<file path="src/rtl/rng_pkg.sv">
// Shared widths, default parameters and packer state type for the RNG packer.
package rng_pkg;

  localparam int NIBBLE_W       = 4;
  localparam int BYTE_W         = 8;
  localparam int DEF_FIFO_DEPTH = 4;
  localparam int DEF_REP_LIMIT  = 6;

  typedef enum logic {
    EMPTY = 1'b0,
    HALF  = 1'b1
  } pack_state_t;

endpackage

</file>
<file path="src/rtl/rng_fifo.sv">
// Synchronous byte FIFO with wrap-bit pointers, level output and flush.
module rng_fifo
  import rng_pkg::*;
#(
  parameter int DEPTH = DEF_FIFO_DEPTH,
  parameter int WIDTH = BYTE_W
) (
  input  logic                   clk,
  input  logic                   rst_n,
  input  logic                   i_flush,
  input  logic                   i_push,
  input  logic                   i_pop,
  input  logic [WIDTH-1:0]       i_data,
  output logic [WIDTH-1:0]       o_data,
  output logic                   o_valid,
  output logic                   o_full,
  output logic [$clog2(DEPTH):0] o_level
);

  localparam int AW = $clog2(DEPTH);

  logic [AW:0]      r_wr_ptr;
  logic [AW:0]      r_rd_ptr;
  logic [WIDTH-1:0] r_mem [DEPTH];

  logic w_empty;
  logic w_full;
  logic w_do_pop;
  logic w_do_push;

  assign w_empty   = (r_wr_ptr == r_rd_ptr);
  assign w_full    = (r_wr_ptr[AW] != r_rd_ptr[AW]) &&
                     (r_wr_ptr[AW-1:0] == r_rd_ptr[AW-1:0]);
  assign w_do_pop  = i_pop && !w_empty;
  // A push into a full FIFO only lands when a pop frees the head slot on the same edge.
  assign w_do_push = i_push && (!w_full || w_do_pop);

  assign o_valid = !w_empty;
  assign o_full  = w_full;
  assign o_level = r_wr_ptr - r_rd_ptr;
  assign o_data  = w_empty ? '0 : r_mem[r_rd_ptr[AW-1:0]];

  // Pointer update; flush takes priority over push and pop.
  always_ff @(posedge clk or negedge rst_n) begin
    if (!rst_n) begin
      r_wr_ptr <= '0;
      r_rd_ptr <= '0;
    end else if (i_flush) begin
      r_wr_ptr <= '0;
      r_rd_ptr <= '0;
    end else begin
      if (w_do_push) r_wr_ptr <= r_wr_ptr + 1'b1;
      if (w_do_pop)  r_rd_ptr <= r_rd_ptr + 1'b1;
    end
  end

  // Storage array; contents are only observed through valid pointers.
  always_ff @(posedge clk) begin
    if (w_do_push && !i_flush) r_mem[r_wr_ptr[AW-1:0]] <= i_data;
  end

endmodule

</file>
<file path="src/rtl/rng_packer.sv">
// Packs LFSR nibble pairs into bytes, screens for stuck output, buffers in a FIFO.
module rng_packer
  import rng_pkg::*;
#(
  parameter int FIFO_DEPTH = DEF_FIFO_DEPTH,
  parameter int REP_LIMIT  = DEF_REP_LIMIT
) (
  input  logic                        clk,
  input  logic                        reset_n,
  input  logic [NIBBLE_W-1:0]         sample_in,
  input  logic                        sample_valid,
  input  logic                        clear,
  output logic [BYTE_W-1:0]           out_data,
  output logic                        out_valid,
  input  logic                        out_ready,
  output logic [$clog2(FIFO_DEPTH):0] fifo_level,
  output logic                        overflow,
  output logic                        health_fail
);

  localparam logic [3:0] LIM = 4'(REP_LIMIT);

  pack_state_t         r_state;
  logic [NIBBLE_W-1:0] r_held;
  logic [NIBBLE_W-1:0] r_prev;
  logic                r_have_prev;
  logic [3:0]          r_rep_cnt;
  logic                r_overflow;
  logic                r_health_fail;

  logic [3:0]          w_next_cnt;
  logic                w_trip;
  logic                w_push;
  logic                w_pop;
  logic                w_fifo_full;
  logic [BYTE_W-1:0]   w_byte;

  // Repetition count the current sample would produce.
  always_comb begin
    w_next_cnt = 4'd1;
    if (r_have_prev && (sample_in == r_prev)) begin
      w_next_cnt = (r_rep_cnt >= LIM) ? LIM : r_rep_cnt + 4'd1;
    end
  end

  assign w_trip = sample_valid && !clear && (w_next_cnt == LIM);
  assign w_push = sample_valid && !clear && !w_trip && !r_health_fail && (r_state == HALF);
  assign w_pop  = out_valid && out_ready;
  assign w_byte = {r_held, sample_in};

  assign overflow    = r_overflow;
  assign health_fail = r_health_fail;

  // Health test history: previous sample and run length.
  always_ff @(posedge clk or negedge reset_n) begin
    if (!reset_n) begin
      r_prev      <= '0;
      r_have_prev <= 1'b0;
      r_rep_cnt   <= '0;
    end else if (clear) begin
      r_prev      <= '0;
      r_have_prev <= 1'b0;
      r_rep_cnt   <= '0;
    end else if (sample_valid) begin
      r_prev      <= sample_in;
      r_have_prev <= 1'b1;
      r_rep_cnt   <= w_next_cnt;
    end
  end

  // Nibble packer; a tripping sample discards any held half-byte.
  always_ff @(posedge clk or negedge reset_n) begin
    if (!reset_n) begin
      r_state <= EMPTY;
      r_held  <= '0;
    end else if (clear) begin
      r_state <= EMPTY;
    end else if (sample_valid) begin
      if (w_trip) begin
        r_state <= EMPTY;
      end else if (!r_health_fail) begin
        case (r_state)
          EMPTY: begin
            r_held  <= sample_in;
            r_state <= HALF;
          end
          HALF: r_state <= EMPTY;
          default: r_state <= EMPTY;
        endcase
      end
    end
  end

  // Sticky flags, cleared only by clear or reset.
  always_ff @(posedge clk or negedge reset_n) begin
    if (!reset_n) begin
      r_overflow    <= 1'b0;
      r_health_fail <= 1'b0;
    end else if (clear) begin
      r_overflow    <= 1'b0;
      r_health_fail <= 1'b0;
    end else begin
      if (w_trip) r_health_fail <= 1'b1;
      if (w_push && w_fifo_full && !w_pop) r_overflow <= 1'b1;
    end
  end

  rng_fifo #(
    .DEPTH (FIFO_DEPTH),
    .WIDTH (BYTE_W)
  ) u_fifo (
    .clk     (clk),
    .rst_n   (reset_n),
    .i_flush (clear),
    .i_push  (w_push),
    .i_pop   (w_pop),
    .i_data  (w_byte),
    .o_data  (out_data),
    .o_valid (out_valid),
    .o_full  (w_fifo_full),
    .o_level (fifo_level)
  );

endmodule

</file>
<file path="config.mk">
export PLATFORM = sky130hd
export DESIGN_NAME = rng_packer
export DESIGN_NICKNAME = d
export VERILOG_FILES = /design/src/rtl/rng_pkg.sv /design/src/rtl/rng_fifo.sv /design/src/rtl/rng_packer.sv
export SDC_FILE = /design/constraint.sdc
export NUM_CORES = 1
export LEC_CHECK = 0
export CORE_MARGIN = 3
export CORE_UTILIZATION = 30
export DETAILED_ROUTE_END_ITERATION = 10
export GPL_ROUTABILITY_DRIVEN = 0
export MAX_ROUTING_LAYER = met4
export SLEW_MARGIN = 20
export SYNTH_ARGS = -nofsm -noshare
export SYNTH_HDL_FRONTEND = slang
export SYNTH_SLANG_ARGS = --single-unit
</file>
<file path="constraint.sdc">
create_clock -name clk -period 2.2 [get_ports clk]
set_input_delay 0.44 -clock clk [delete_from_list [all_inputs] [get_ports clk]]
set_output_delay 0.44 -clock clk [all_outputs]
set_load 0.1 [all_outputs]
</file>
Word-level counts from Yosys, hierarchy flattened --
Memories as Yosys holds them, arrays and structs flattened. Index checks and enable logic that the tools add are counted.
Word-level totals: output and inout port bits 14, memories kept 1, register bits after elaboration 22, input port bits 9, memory bits (writable) 32, logic and storage cells 76
Memory list:
- u_fifo.r_mem | depth 4, width 8, rd ports 1, clocked after memory_dff 0, wr ports 1, line rng_fifo.sv:24 | logic [WIDTH-1:0] r_mem [DEPTH];
Operators by class: $add $sub $neg 4, multiplexer cells 24, $lt $le $gt $ge 1, eq/ne operators 6, reductions and logical operators 27, bitwise logic cells 4
Operators with widths (count):
- 2-to-1 mux 4 bit | 6
- logical AND 1 bit | 13
- 2-to-1 mux 1 bit | 12
- 2-to-1 mux 3 bit | 4
- nonzero test 2 bit | 5
- 2-to-1 mux 8 bit | 1
- adder 3 x 1 -> 3 bit, second input constant | 2
- logical NOT 1 bit | 6
- AND reduction 5 bit | 1
- adder 4 x 1 -> 4 bit, second input constant | 1
- equality test 4 x 3 -> 1 bit, second input constant | 1
- equality test 4 bit | 1
- greater-or-equal comparator 4 x 3 -> 1 bit, second input constant | 1
- inverter 1 bit | 4
- equality test 3 bit | 1
- != test 3 x 2 -> 1 bit, second input constant | 1
- subtractor 3 bit | 1
- equality test 2 bit | 1
- case mux 1 bit (2 select lines) | 1
- AND reduction 2 bit | 1
- logical OR 1 bit | 1
- != test 1 bit | 1

Depth between registers and ports, before layout --
depth after elaboration 13, mapped depth 8, gate-level depth less buffers 7

By module --
Synthesis repeated with hierarchy kept, for this count alone.
Unflattened totals: cells, all modules 184, area, all modules 2553.7 um2
By module, submodules not included:
- rng_fifo | times used 1, cells each 105, area an instance 1720.4 um2, seq. area each 1111.1 um2
- rng_packer | times used 1, cells each 79, area an instance 833.3 um2, seq. area each 400.4 um2

Worst setup path before layout --
No wires, ideal clock.
kind register to output, start register u_fifo.r_rd_ptr[1], end output port out_data[0], slack -1.261 ns, data arrival time 3.021 ns, buffers on the path 2, data required time 1.760 ns, stages on the path, launching flop included 7, cell sequence dfrtp_1 > clkbuf_1 > inv_1 > ha_1 > nand3_1 > clkbuf_1 > and2_1
On the way: word-level cells in the longest chain between the ends 2
RTL lines:
- start, declared | line rng_fifo.sv:23 | logic [AW:0] r_rd_ptr;
- start signal, assigned | line rng_fifo.sv:53 | if (w_do_pop) r_rd_ptr <= r_rd_ptr + 1'b1;
- memory read (4 x 8 bit) / equality test 3 bit (equally long branches)
- 2-to-1 mux 8 bit (*) | line rng_fifo.sv:41 | assign o_data = w_empty ? '0 : r_mem[r_rd_ptr[AW-1:0]];
- end, declared | line rng_packer.sv:13 | output logic [BYTE_W-1:0] out_data,
Mark *: on every way between the ends. The rest lies on a longest branch, timed or not.

Final worst setup path --
start register u_fifo.r_rd_ptr[0], end output port out_data[0]
The elaborated chain is that of the path after synthesis.

==> metrics.cfg <==
[power_and_ir_drop]
ir_worst_vdd_mv = 0.240
powerDensity_nw_per_um2 = 798
p_leak_nw = 1.31

[worst_setup_path]
crit_type = reg2out
cp_num_buf_inv = 2
arrival_ps = 1760
crit_fanout = 8
cp-end-kind = primary output
startpoint_type = flop
max_stage_delay_ps = 520
cp_slowest_cell = mux4_2
critPathRequiredTime_ps = 1760
critical_path.cell_chain = buf_8, mux4_2, and2_4, buf_12
cpLargestDelayFamily = multiplexers

[route]
wire_per_inst_um = 13.7
wl_mm = 4.40
via_count = 1413
via_per_inst = 4.40
drc = 0
dr.pass1.iters = 4
ant_nets = 0
drtIter0Drc = 91

[sta]
timing.final.max_slew_violations = 0
fin_crit_sh_pct = 99.9
worst_slack_ps = 2.63
worst_slew_pin_slew_ps = 368
fmax_mhz = 455
period_minus_slack_ps = 2200
slew_headroom_pct = 75.3
skew_ps = 9.21
hold_viol = 0
rsz0062_at_grt = true
setup_viol = 0

[yosys]
syn-cell-area_um2 = 2470
synth_nets = 190
synth_seq_cells = 54
netlist_top_cells_count = edfxtp_1, dfrtp_1, nor2_1
async_flop_share_pct = 40.7
synth_edf_count = 32
ys_seq_area_share_pct = 61.2
synth_cells = 171
netlist.area_leader.share_pct = 38.9
netlist-cell-type-count = 35
synthTopCellsByArea = edfxtp_1, dfrtp_1, mux4_2
yosys.area.top_type = edfxtp_1
synth_ff_type = edfxtp_1
avgSynthCellArea_um2 = 14.4
synth.most_common_cell = edfxtp_1
yosysWarningCount = 0

[clock_tree]
cts_sinks = 54
cts_root_buffer = clkbuf_8
h-tree-depth = 2
clk_latency_ps = 310
holdBufCountCts = 0
cts.path.max_buffers = 2
cts_tree = built
cts_buffers = 5
clk_pin_slew_worst_paths_ps = 100

[cells_and_area]
antenna_cells = 0
nNetsFinal = 237
ff_latch_area_um2 = 1510
drive_gt1_share_pct = 34.7
fillers = 752
multiInputGateArea_um2 = 947
design_area_um2 = 3300
area_growth_syn_to_layout_pct = 33.5
utilization_pct = 42.0

[floorplanning]
io_pins = 23
fp.dieH_um = 96.7
start_util_pct = 31.5
dieArea_um2 = 9360
placementRows = 32
core_um2 = 7850
die_w_um = 96.7

[placed_design]
port_buffers = 22
dpl_cell_area_um2 = 3130
pre_cts_ws_ps = -171
post-dp-hpwl_mm = 3.19

[global_routing]
grt_usage_pct = 10.1
grt_pass1_vias = 1491
grt_pass1_wl_mm = 7.41
overflow = 0
antenna_found_initial = 0
grt_max_degree = 23

[status]
status = finished clean

[min_path]
worst_hold_path_type = in2async

[run]
drv_cap = 0

flip-flops by register name, summed over array words and instances, names as in the netlist:
signal and count:
u_fifo.r_mem 32, r_held 4, r_prev 4, r_rep_cnt 4, u_fifo.r_rd_ptr 3, u_fifo.r_wr_ptr 3
health_fail 1, overflow 1, r_have_prev 1, r_state 1
metal layers:
| layer | share of wire (%) | GRT usage (%) |
|---|---|---|
| met5 | 0 | - |
| met2 | 47 | 15.5 |
| met1 | 49 | 13.5 |
| met3 | 2.9 | 1.80 |
| met4 | 1.5 | 3.89 |
cell type report:
class                   count  area share, %
clock buffers               5           2.09
inverters                   9           1.02
clock inverters             3           1.44
well taps                 102           3.87
repair buffers             47           17.0
flip-flops and latches     54           45.9
multi-input cells         101           28.7
cell families after synthesis:
logic type,count (synthesis),synth area share (%)
xor gates and xnor gates,10,3.55
AOI/OAI and AO/OA,14,4.26
and+or+nand+nor,48,11.1
DFF,54,61.2
buffers and inverters,16,2.48
muxes,19,12.0
adders and majority gates,10,5.37
layout by cell type, fill, tap and decap left out, types with 6 or more instances in the layout:
cell type        count
clkdlybuf4s50_1      8
nand2_1              6
inv_1                7
dfrtp_1             21
and2_4               8
nor2_1              15
mux4_2               8
xnor2_1              6
mux2i_1              6
ha_1                 7
buf_4               23
edfxtp_1            32
buf_12              14
worst reg2reg max path, cell delays in order, from the launching register on:
cell and delay [ps]:
dfrtp_1 390, inv_1 60, ha_1 190, o21a_1 230, a311oi_2 230, nor3_2 110, buf_4 160, buf_4 130
or3b_1 390, a21oi_2 150
metrics by stage:
step	cells	power [W]	hold WS [ps]	setup TNS [ps]
finish	321	0.00263	477	0
global route	321	0.00273	508	-363
CTS	320	0.00266	482	-60.7
detailed placement	310	0.00196	487	-3490
global placement	310	0.00195	484	-2450
floorplan	171	0.00168	144	0
final timing paths:
check	slack, ps	cells after the start	from	to
min	480	2	reset_n	health_fail$_DFFE_PN0P_
max in group asynchronous	1450	2	reset_n	u_fifo.r_rd_ptr[1]$_DFFE_PN0P_
max	3	4	u_fifo.r_rd_ptr[0]$_DFFE_PN0P_	out_data[0]
max reg2reg	110	9	r_rep_cnt[0]$_DFFE_PN0P_	overflow$_DFFE_PN0P_
min reg2reg	510	2	r_have_prev$_DFFE_PN0P_	r_have_prev$_DFFE_PN0P_
min in group clk	510	2	r_have_prev$_DFFE_PN0P_	r_have_prev$_DFFE_PN0P_
what timing repair did:
| item | 4_1_cts | 5_1_grt |
|---|---|---|
| pin swaps | 6 | 5 |
| resized for setup | 3 | 7 |
| endpoints found under the hold margin | 0 | 0 |
| setup buffers | 2 | 1 |
| setup endpoints to repair | 14 | 16 |
power by group:
part	switching, W	internal, W
sequential	0.0000380	0.00112
combinational	0.000466	0.000327
clock	0.000331	0.000345
(Power assumes the default switching activity.)
